[config.mk]
export PLATFORM = sky130hd
export DESIGN_NAME = gnrc_stream_dispatch
export DESIGN_NICKNAME = d
export VERILOG_FILES = /design/src/rtl/gnrc_stream_dispatch_pkg.sv /design/src/rtl/gnrc_stream_demux.sv /design/src/rtl/gnrc_stream_dispatch.sv
export SDC_FILE = /design/constraint.sdc
export NUM_CORES = 1
export LEC_CHECK = 0
export BUFFER_PORTS_ARGS = -buffer_cell sky130_fd_sc_hd__buf_2
export CELL_PAD_IN_SITES_DETAIL_PLACEMENT = 0
export CELL_PAD_IN_SITES_GLOBAL_PLACEMENT = 2
export CORE_MARGIN = 3
export CORE_UTILIZATION = 33
export CTS_BUF_LIST = sky130_fd_sc_hd__clkbuf_2 sky130_fd_sc_hd__clkbuf_4 sky130_fd_sc_hd__clkbuf_8
export DETAILED_ROUTE_END_ITERATION = 12
export GPL_TIMING_DRIVEN = 1
export PLACE_DENSITY = 0.8
export SYNTH_ARGS = -nofsm -noshare
export SYNTH_HDL_FRONTEND = slang
export SYNTH_SLANG_ARGS = --single-unit
[constraint.sdc]
create_clock -name clk_i -period 2.75 [get_ports clk_i]
set_input_delay 0.4125 -clock clk_i [delete_from_list [all_inputs] [get_ports clk_i]]
set_output_delay 0.4125 -clock clk_i [all_outputs]
set_load 0.02 [all_outputs]
[src/rtl/gnrc_stream_dispatch_pkg.sv]
// Shared types for the credit-gated round-robin stream dispatcher.
// Holds the FSM state encoding and a small modulo helper.
package gnrc_stream_dispatch_pkg;

  typedef enum logic {
    IDLE   = 1'b0,
    STREAM = 1'b1
  } state_e;

  function automatic int unsigned wrap_inc(
    input int unsigned v,
    input int unsigned n
  );
    return (v + 1 >= n) ? 0 : v + 1;
  endfunction

endpackage

[src/rtl/gnrc_stream_demux.sv]
// Combinational 1-to-N stream demux with broadcast payload.
// The selected port sees valid; the source sees that port's ready.
module gnrc_stream_demux #(
  parameter int  N     = 4,
  parameter type DTYPE = logic,
  parameter int  AW    = $clog2(N)
) (
  input  logic [AW-1:0] sel_i,
  input  DTYPE          data_i,
  input  logic          valid_i,
  input  logic          last_i,
  output logic          ready_o,
  output DTYPE          data_o [N],
  output logic [N-1:0]  valid_o,
  output logic [N-1:0]  last_o,
  input  logic [N-1:0]  ready_i
);

  always_comb begin
    valid_o        = '0;
    valid_o[sel_i] = valid_i;
  end

  assign ready_o = ready_i[sel_i];
  assign last_o  = {N{last_i}};

  for (genvar k = 0; k < N; k++) begin : g_data
    assign data_o[k] = data_i;
  end

endmodule

[src/rtl/gnrc_stream_dispatch.sv]
// Packet dispatcher: locks each input packet to one output chosen
// round-robin among outputs that still hold packet credit.
module gnrc_stream_dispatch
  import gnrc_stream_dispatch_pkg::*;
#(
  parameter int  N          = 4,
  parameter type DTYPE      = logic,
  parameter int  MAX_CREDIT = 4,
  localparam int AW         = $clog2(N),
  localparam int CW         = $clog2(MAX_CREDIT + 1)
) (
  input  logic          clk_i,
  input  logic          rst_i,
  input  DTYPE          data_i,
  input  logic          valid_i,
  input  logic          last_i,
  output logic          ready_o,
  output DTYPE          data_o [N],
  output logic [N-1:0]  valid_o,
  output logic [N-1:0]  last_o,
  input  logic [N-1:0]  ready_i,
  input  logic [N-1:0]  credit_ret_i,
  output logic [AW-1:0] dest_o,
  output logic          busy_o
);

  localparam logic [CW-1:0] CMAX = CW'(MAX_CREDIT);

  state_e        state_q, state_d;
  logic [AW-1:0] dest_q, dest_d;
  logic [AW-1:0] rr_q, rr_d;
  logic [AW-1:0] pick;
  logic          found;
  logic [CW-1:0] credit_q [N];
  logic [CW-1:0] credit_d [N];

  logic stream;
  logic dmx_valid;
  logic dmx_ready;
  logic hs_last;

  // Reset masks the outputs in the same cycle it is asserted.
  assign stream    = (state_q == STREAM) && !rst_i;
  assign dmx_valid = valid_i && stream;
  assign ready_o   = dmx_ready && stream;
  assign hs_last   = valid_i && ready_o && last_i;
  assign busy_o    = stream;
  assign dest_o    = rst_i ? '0 : dest_q;

  always_comb begin : picker
    int j;
    found = 1'b0;
    pick  = rr_q;
    j     = 0;
    for (int i = 0; i < N; i++) begin
      j = (int'(rr_q) + i) % N;
      if (!found && credit_q[j] != '0) begin
        found = 1'b1;
        pick  = AW'(j);
      end
    end
  end

  always_comb begin : fsm
    state_d = state_q;
    dest_d  = dest_q;
    rr_d    = rr_q;
    unique case (state_q)
      IDLE: begin
        if (valid_i && found) begin
          state_d = STREAM;
          dest_d  = pick;
        end
      end
      STREAM: begin
        if (hs_last) begin
          state_d = IDLE;
          rr_d    = AW'(wrap_inc(32'(dest_q), N));
        end
      end
      default: state_d = IDLE;
    endcase
  end

  // A return landing on the consumed index cancels the decrement.
  always_comb begin : credits
    for (int k = 0; k < N; k++) begin
      credit_d[k] = credit_q[k];
      if (hs_last && dest_q == AW'(k)) begin
        if (!credit_ret_i[k]) begin
          credit_d[k] = credit_q[k] - CW'(1);
        end
      end else if (credit_ret_i[k] && credit_q[k] != CMAX) begin
        credit_d[k] = credit_q[k] + CW'(1);
      end
    end
  end

  always_ff @(posedge clk_i) begin
    if (rst_i) begin
      state_q <= IDLE;
      dest_q  <= '0;
      rr_q    <= '0;
      for (int k = 0; k < N; k++) begin
        credit_q[k] <= CMAX;
      end
    end else begin
      state_q <= state_d;
      dest_q  <= dest_d;
      rr_q    <= rr_d;
      for (int k = 0; k < N; k++) begin
        credit_q[k] <= credit_d[k];
      end
    end
  end

  gnrc_stream_demux #(
    .N     (N),
    .DTYPE (DTYPE),
    .AW    (AW)
  ) u_demux (
    .sel_i   (dest_q),
    .data_i  (data_i),
    .valid_i (dmx_valid),
    .last_i  (last_i),
    .ready_o (dmx_ready),
    .data_o  (data_o),
    .valid_o (valid_o),
    .last_o  (last_o),
    .ready_i (ready_i)
  );

  a_no_underflow : assert property (
    @(posedge clk_i) disable iff (rst_i)
    hs_last |-> credit_q[dest_q] != '0
  );

  a_dest_locked : assert property (
    @(posedge clk_i) disable iff (rst_i)
    (state_q == STREAM && !hs_last) |=> $stable(dest_q)
  );

endmodule

==> metrics.md <==
| Metric | Value |
|---|---|
| Setup_tns | 0 ns |
| Initial DRC Count | 63 |
| Initial Utilization | 0.354 |
| Seq cells post-synth | 19 |
| Post-synth EDFFs | 0 |
| Router iterations before antenna repair | 4 |
| Yosys top cell by area | dfxtp_1 |
| Final period util | 0.875 |
| Synth cell count leaders | nor2_1, dfxtp_1, mux2i_1, xnor2_1 |
| Status | finished, final reports clean |
| CTS root buf | clkbuf_8 |
| CTS tree | done |
| Pleak | 0.647 nW |
| Setup ws final | 0.343 ns |
| Initial antenna violation count | 0 |
| Mapped Area | 0.00135 mm² |
| Crit path time final | 2.41 ns |
| Endpoints failing setup | 0 |
| Post-cts resize count | 0 |
| Die X | 69.9 µm |
| DR vias/cell | 5.27 |
| Dpl hpwl | 2.24 mm |
| R2r endpoint | credit_q[3][2] |
| Share of the synthesized area in the top cell type | 0.283 |
| NumNets Final | 188 |
| Syn. warnings | 0 |
| Worst R2R Path Depth | 8 |
| # DRC | 0 |
| Area Growth Syn to Fin | 9.76% |
| R2r setup slk | 0.34 ns |
| Clock Path Buffers | 2 |
| Hold WC Path Type | input port to register |
| Inst Count DP | 210 |
| Core Footprint | 0.00380 mm² |
| Fmax achieved | 415 MHz |
| Slew headroom | 0.612 |
| Die area | 0.00488 mm² |
| Final Instance Count excl. Fillers | 214 |
| Standard-cell rows | 22 |
| Netlist cell types | 37 |
| P per Cell Area | 378 mW/mm² |
| Critical path startpoint | dest_q[0] |
| CP Data Required Time | 2.87 ns |
| Worst R2R Start | dest_q[0] |
| Placed cell area | 0.00143 mm² |
| Post-layout instance area | 0.00148 mm² |
| Mapped Nets | 175 |
| Slew @ Worst Pin | 0.578 ns |
| Final GP Congestion | 0.853 |
| Worst Setup Start Kind | register |
| Synth Flop Type | dfxtp_1 |
| Total power draw | 0.559 mW |
| Synth top area cells | dfxtp_1, ha_1, mux2i_1, nor2_1, xnor2_1 |
| Die Ht | 69.9 µm |
| Most frequent cell after synthesis | nor2_1 |
| Unrepaired setup endpoints after global routing | no |
| DR vias | 1,127 |
| Final hold vios | 0 |
| IO buf count | 23 |
| Final core utilization | 0.389 |
| Number of global-route vias before repair | 1,071 |
| Final Skew | 0.00800 ns |
| Setup crit end kind | register |
| Max H-tree Level | 1 |
| Gr usage total | 0.123 |
| Sink Count | 19 |
| First-pass GRT wire length | 5.00 mm |
| WS Path Type | register to register |
| Pre-CTS WS | 0.348 ns |
| Mapped Cells | 154 |
| Post-CTS Setup Bufs | 0 |
| Synth async-reset ratio | 0 |
| CTS buffer count | 3 |
| Post-route ant nets | 0 |
| Critical Path AT | 2.53 ns |
| CP max FO | 7 |
| Final Slew Violations | 0 |
| Number of max-cap violations | 0 |
| Clock-pin slew on the worst setup and hold paths | 0.08 ns |
| Crit path to | credit_q[3][2] |
| Avg Cell Area, Syn | 8.74 µm² |
| Peak VDD IR | 0.000199 V |
| Hold WS | 0.505 ns |
| Residual overflow from global routing | 0 |
| Post-cts hold buffer count | 0 |
| Antenna cells | 0 |
| Wire length per cell | 13.5 µm |
| Clk_lat worst skew | 0.26 ns |
| WL final | 2.90 mm |
| Largest net degree at the start of global routing | 25 |
| Layout cells sized above 1 | 0.223 |
| Seq/Total Area, Yosys | 0.283 |
| I/O pins | 29 |
==> area by class of cell <==
class,count,area [µm²]
flip-flops and latches,19,380
inverters,6,22.5
repair buffers,24,123
multi-input cells,113,843
well taps,48,60.1
clock buffers,4,48.8
fillers,390,2320
==> report_power, final <==
part	leakage, nW	total (mW)	internal (mW)	switching (mW)
Sequential	0.154	0.286	0.279	0.00620
Clock	0.0262	0.211	0.113	0.0977
Combinational	0.467	0.0625	0.0257	0.0368
==> cells by family after synthesis <==
group,Yosys count,synth area share
AO/OA/AOI/OAI,28,0.151
adder cells (fa/ha/maj),8,0.0744
XOR/XNOR,9,0.0586
multiplexers,15,0.134
buffers and inverters,22,0.0911
flip-flops,19,0.283
AND/OR/NAND/NOR,53,0.209
==> cell usage in the layout, fill, tap and decap left out, types with 2 or more instances in the layout <==
cell,synthesis,routed
dfxtp_1,19,19
mux2_2,4,4
nor3_1,5,5
nand3_1,4,4
mux4_2,2,2
a211oi_1,7,7
o21ai_0,3,3
and2_1,3,3
buf_2,2,23
inv_1,6,6
nor2_1,21,21
xnor2_1,9,9
o31ai_1,4,4
and3_1,5,5
a31oi_1,4,4
clkbuf_8,0,3
nor2b_1,2,2
mux2i_1,9,9
nor4b_1,2,2
nor4_1,3,3
or3_1,3,3
a21oi_1,4,4
ha_1,8,8
==> worst min-delay path by stage <==
stage,startpoint,to,slack [ns],depth (start not counted)
4_1_cts,valid_i,state_q,0.51,3
2_1_floorplan,state_q,state_q,0.51,2
3_5_place_dp,state_q,state_q,0.54,2
3_3_place_gp,state_q,state_q,0.54,2
6_report,valid_i,state_q,0.51,3
5_1_grt,valid_i,state_q,0.52,3
==> routing by layer <==
layer  track usage  up-vias  wire length [µm]
met5             0        -                 0
met4        0.0298        0                36
met3        0.0417        4               191
met2         0.197       29              1230
met1         0.159      510              1440
li1              -      584                 -
==> critical path, cell delays in order (launching register included) <==
cell      delay, ns
dfxtp_1        0.45
mux4_2         0.62
nand3_1        0.24
xnor2_1        0.15
ha_1           0.18
nor2_1         0.04
mux2_2         0.27
a211oi_1       0.24
a31oi_1        0.06
Power figures use the tool's default switching activity.
